<file path="config.mk">
export PLATFORM = sky130hd
export DESIGN_NAME = if_id_hazard_stage
export DESIGN_NICKNAME = d
export VERILOG_FILES = /design/src/rtl/if_id_hazard_stage.sv
export SDC_FILE = /design/constraint.sdc
export NUM_CORES = 1
export LEC_CHECK = 0
export ABC_AREA = 1
export CAP_MARGIN = 5
export CORE_MARGIN = 3
export CORE_UTILIZATION = 37
export DETAILED_ROUTE_END_ITERATION = 10
export PLACE_DENSITY = 0.69
export SLEW_MARGIN = 20
export SYNTH_ARGS = -nofsm -noshare
export SYNTH_HDL_FRONTEND = slang
export SYNTH_SLANG_ARGS = --single-unit
export TNS_END_PERCENT = 10
</file>
<file path="constraint.sdc">
create_clock -name clk_i -period 7.4 [get_ports clk_i]
set_clock_uncertainty 0.15 [all_clocks]
set_input_delay 2.22 -clock clk_i [delete_from_list [all_inputs] [get_ports clk_i]]
set_output_delay 2.22 -clock clk_i [all_outputs]
set_load 0.03 [all_outputs]
</file>
<file path="src/rtl/if_id_hazard_stage.sv">
// if_id_hazard_stage: IF/ID register with load-use stall, ID/EX bubble and branch/jump flush
module if_id_hazard_stage #(
  parameter int          CNT_W     = 16,
  parameter logic [31:0] NOP_INSTR = 32'h0000_0000
) (
  input  logic             clk_i,
  input  logic             rst_i,
  input  logic [31:0]      pc_plus4_i,
  input  logic [31:0]      instr_i,
  input  logic             id_ex_memread_i,
  input  logic [4:0]       id_ex_rt_i,
  input  logic             branch_taken_i,
  input  logic             jump_i,
  output logic [31:0]      instr_o,
  output logic [31:0]      pc_plus4_o,
  output logic             valid_o,
  output logic             pc_write_o,
  output logic             pc_src_o,
  output logic             bubble_o,
  output logic             hazard_o,
  output logic [CNT_W-1:0] stall_cnt_o,
  output logic [CNT_W-1:0] flush_cnt_o
);
  logic [31:0] instr_q, instr_d, pc_q, pc_d;
  logic valid_q, valid_d, take;
  logic [CNT_W-1:0] stall_q, stall_d, flush_q, flush_d;
  always_comb begin
    hazard_o = valid_q & id_ex_memread_i & (id_ex_rt_i != 5'd0) &
               (id_ex_rt_i == instr_q[25:21] | id_ex_rt_i == instr_q[20:16]);
    take     = valid_q & (branch_taken_i | jump_i) & ~hazard_o;
    instr_d  = hazard_o ? instr_q : take ? NOP_INSTR : instr_i;
    pc_d     = hazard_o ? pc_q : pc_plus4_i;
    valid_d  = hazard_o ? valid_q : ~take;
    stall_d  = (hazard_o && stall_q != '1) ? stall_q + 1'b1 : stall_q;
    flush_d  = (take && flush_q != '1) ? flush_q + 1'b1 : flush_q;
  end
  always_ff @(posedge clk_i or posedge rst_i) begin
    if (rst_i) begin
      instr_q <= NOP_INSTR;
      pc_q    <= '0;
      valid_q <= 1'b0;
      stall_q <= '0;
      flush_q <= '0;
    end else begin
      instr_q <= instr_d;
      pc_q    <= pc_d;
      valid_q <= valid_d;
      stall_q <= stall_d;
      flush_q <= flush_d;
    end
  end
  assign instr_o     = instr_q;
  assign pc_plus4_o  = pc_q;
  assign valid_o     = valid_q;
  assign pc_write_o  = ~hazard_o;
  assign bubble_o    = hazard_o;
  assign pc_src_o    = take;
  assign stall_cnt_o = stall_q;
  assign flush_cnt_o = flush_q;
endmodule

</file>
==> parameters.txt <==
Parameter                              Value

Status
  Status ... finished, final reports clean

STA
  Unrepaired setup endpoints after global routing ... no
  Hold slack final ... 0.322 ns
  Number of slew-limit violations in the final report ... 0
  Post-Route Setup TNS ... 0 ns
  # setup viols final ... 0
  Hold Violations, Final ... 0
  Least-Margin Pin Slew ... 0.686 ns
  Worst relative slew slack ... 0.543
  Post-route fraction of the period consumed by the critical path ... 0.886
  Post-route minimum period ... 6.56 ns
  Maximum achievable frequency ... 153 MHz

Layout
  Share of post-route cells with drive strength above 1 ... 0.0542
  Net count reported at finish ... 828
  Total area of multi-input combinational cells ... 1940 sq um
  Combined flip-flop and latch cell area ... 2430 sq um
  Synthesis-to-finish area growth ... 44.8%
  Ant diodes ... 0
  Number of inserted filler cells in the final layout ... 1158
  Cell area after layout ... 6790 sq um

Yosys
  Post-synthesis cell area ... 4690 sq um
  Post-synthesis sequential area ratio ... 0.518
  Mean cell area of the mapped netlist ... 7.97 sq um
  Distinct cells, synth ... 27
  Synthesized net count ... 664
  Seq cells post-synth ... 97
  YS warnings ... 0
  Synth Instances ... 588

Clock network
  TritonCTS clock tree ... yes
  Post_cts resized ... 0
  Root buffer selected by CTS ... sky130_fd_sc_hd__clkbuf_16
  Number of buffers inserted for hold repair after clock tree synthesis ... 0
  Number of sinks on the clock net ... 97
  Register clock-pin slew on the reported worst setup and hold paths ... 0.07 ns
  H-Tree Depth ... 3
  Clock buffers created by TritonCTS ... 9
  Clock latency on the worst-skew pair ... 0.34 ns
  Clock Tree Buf Depth ... 2
  Post-CTS setup-driven buffer insertion count ... 0

Routing
  Post-route ant nets ... 0
  Routed Wire Length ... 13.3 mm
  Total iterations of the first detailed-routing run ... 6
  Routed len/inst ... 14.4 um
  Overall via count from detail_route ... 4419
  Post-DR vias/cell ... 4.78
  Starting DRC count in detailed routing ... 332
  Count of unresolved DRC violations after routing ... 0

Floorplanning
  Floorplan core area ... 12200 sq um
  Die span in y ... 119 um
  Initial Utilization ... 0.384
  Full die area ... 14100 sq um
  I/O pin cnt ... 175
  Std cell rows ... 40
  Horizontal die dimension ... 119 um

Worst hold path
  Instance count along the most critical hold path ... 2
  Hold crit path type ... register to register
  End point of the worst hold path ... pc_plus4_o[11]$_DFFE_PP0N_
  Start point of the worst hold path ... pc_plus4_o[11]$_DFFE_PP0N_

Run
  # Max-Cap Violations ... 0

Placed design
  Routability-driven placement congestion ratio ... 0.828
  Post-detailed-placement cell area ... 6520 sq um
  Half-perimeter wire length of the detailed placement result ... 9.73 mm
  Port buffer count ... 174

Global routing
  Vias in the first global route ... 4385
  GRT overflow ... 0
  Total routing resource utilization after global routing ... 0.192
  Pin count of the biggest net entering global routing ... 60
  Antenna violations before repair ... 0
  Global-route wire length before repair ... 22.1 mm

Pwr
  Cell leakage power ... 3.14 nW
  Peak supply drop ... 0.000198 V
  Overall power consumption ... 1.48 mW
  Pwr/cell area ... 219 nW/um^2

Worst setup path
  CP Data Arrival Time ... 4.19 ns
  Reg-to-Reg End ... stall_cnt_o[0]$_DFFE_PP0P_
  Data required, critical path ... 5.03 ns
  Worst setup slack for register-to-register paths ... 4.96 ns
  Worst R2R Start ... instr_o[16]$_DFFE_PP0N_
  Crit-path max FO ... 5
  Critical path endpoint category ... primary output
  Kind of start point of the critical path ... input pin
  Depth of the most critical reg-to-reg path ... 12
  Setup CP Type ... input pin to primary output
-- registers in the layout (all words and copies together) (netlist names) --
signal	count
stall_cnt_o	16
flush_cnt_o	16
pc_plus4_o	32
instr_o	32
valid_o	1
-- synth_stat cells --
library cell               number  share of area
sky130_fd_sc_hd__nand2_1      254           0.20
sky130_fd_sc_hd__a31oi_1        1         0.0013
sky130_fd_sc_hd__xnor2_1       12          0.022
sky130_fd_sc_hd__o21ai_0       13          0.014
sky130_fd_sc_hd__nor2_4         1         0.0024
sky130_fd_sc_hd__inv_2          4         0.0032
sky130_fd_sc_hd__inv_1         40          0.032
sky130_fd_sc_hd__clkbuf_1       4         0.0032
sky130_fd_sc_hd__dfrtp_1       97           0.52
sky130_fd_sc_hd__o21ai_2        5         0.0093
sky130_fd_sc_hd__buf_6          5          0.012
sky130_fd_sc_hd__clkbuf_2       1         0.0011
sky130_fd_sc_hd__o21ai_1        6         0.0064
sky130_fd_sc_hd__nand3b_1       1         0.0016
sky130_fd_sc_hd__nor2_2         2         0.0027
sky130_fd_sc_hd__nand3_1       48          0.051
sky130_fd_sc_hd__nor3_1         5         0.0053
sky130_fd_sc_hd__nand2_2        2         0.0027
sky130_fd_sc_hd__ha_1           2         0.0053
sky130_fd_sc_hd__nand4_2        1         0.0027
sky130_fd_sc_hd__nand4_1       19          0.025
sky130_fd_sc_hd__and2_1         1         0.0013
sky130_fd_sc_hd__xor2_1        11          0.021
sky130_fd_sc_hd__nand3_2        4         0.0085
sky130_fd_sc_hd__nor2_1        32          0.026
sky130_fd_sc_hd__buf_4          1         0.0016
sky130_fd_sc_hd__buf_2         16          0.017
-- where the power goes --
part / leakage [nW] / switching [mW] / internal (mW)
clock: 0.128 / 0.195 / 0.231
combinational: 1.78 / 0.243 / 0.177
sequential: 1.23 / 0.0543 / 0.584
total: 3.14 / 0.492 / 0.993
-- worst max-delay path by stage --
| stage | start | end | slack (ns) | depth (start not counted) |
|---|---|---|---|---|
| 3_3_place_gp | id_ex_rt_i[0] | pc_src_o | 0.92 | 10 |
| 3_5_place_dp | id_ex_rt_i[0] | pc_src_o | 0.87 | 10 |
| 5_1_grt | id_ex_rt_i[3] | pc_src_o | 0.70 | 11 |
| 2_1_floorplan | id_ex_rt_i[3] | hazard_o | 1.78 | 10 |
| 4_1_cts | id_ex_rt_i[0] | pc_src_o | 0.86 | 10 |
| 6_report | id_ex_rt_i[0] | pc_src_o | 0.84 | 10 |
-- routing by layer --
| layer | track usage | vias to the layer above | part of all wire |
|---|---|---|---|
| li1 | - | 2175 | - |
| met1 | 0.249 | 2054 | 0.44 |
| met2 | 0.306 | 165 | 0.47 |
| met3 | 0.0545 | 25 | 0.073 |
| met4 | 0.0710 | 0 | 0.018 |
| met5 | 0 | - | 0 |
-- cells by family after synthesis --
| kind of cell | share of synthesized area |
|---|---|
| AND/OR/NAND/NOR | 0.333 |
| flip-flops | 0.518 |
| buffers and inverters | 0.0702 |
| AO/OA/AOI/OAI | 0.0310 |
| XOR/XNOR | 0.0430 |
| adder cells (fa/ha/maj) | 0.00534 |
-- per-stage QoR --
| step | utilization | setup WS (ns) | cells |
|---|---|---|---|
| finish | 0.556 | 0.845 | 925 |
| CTS | 0.556 | 0.858 | 925 |
| global placement | 0.534 | 0.917 | 909 |
| floorplan | - | 1.78 | 588 |
| global route | 0.556 | 0.696 | 925 |
| detailed placement | 0.534 | 0.872 | 909 |
-- placed cells by master (no fill, tap or decap), types with 2 or more instances in the layout --
cell	instances
sky130_fd_sc_hd__clkbuf_1	4
sky130_fd_sc_hd__nor2_2	2
sky130_fd_sc_hd__nand2_1	254
sky130_fd_sc_hd__inv_2	4
sky130_fd_sc_hd__clkdlybuf4s50_1	172
sky130_fd_sc_hd__nor3_1	5
sky130_fd_sc_hd__xor2_1	11
sky130_fd_sc_hd__inv_1	39
sky130_fd_sc_hd__o21ai_1	5
sky130_fd_sc_hd__clkinv_4	2
sky130_fd_sc_hd__buf_4	8
sky130_fd_sc_hd__dfrtp_1	97
sky130_fd_sc_hd__xnor2_1	12
sky130_fd_sc_hd__nand4_1	19
sky130_fd_sc_hd__o21ai_2	6
sky130_fd_sc_hd__nand3_2	4
sky130_fd_sc_hd__nand3_1	48
sky130_fd_sc_hd__o21ai_0	13
sky130_fd_sc_hd__nor2_1	32
sky130_fd_sc_hd__nand2_2	2
sky130_fd_sc_hd__clkbuf_16	9
sky130_fd_sc_hd__ha_1	2
-- layout make-up --
cell class,instances,share of cell area
inverters,44,0.0247
clock inverters,3,0.00387
well taps,168,0.0310
clock buffers,13,0.0354
repair buffers,180,0.262
multi-input cells,420,0.285
flip-flops and latches,97,0.358
-- critical path, cell delays in order --
cell                              delay [ns]
sky130_fd_sc_hd__clkdlybuf4s50_1        0.56
sky130_fd_sc_hd__nor2_1                 0.09
sky130_fd_sc_hd__nor2_1                 0.10
sky130_fd_sc_hd__nor2_1                 0.04
sky130_fd_sc_hd__nand3_1                0.07
sky130_fd_sc_hd__nand2_1                0.10
sky130_fd_sc_hd__nand2_2                0.12
sky130_fd_sc_hd__nand2_1                0.08
sky130_fd_sc_hd__inv_1                  0.06
sky130_fd_sc_hd__clkdlybuf4s50_1        0.74
Power figures use the tool's default switching activity.
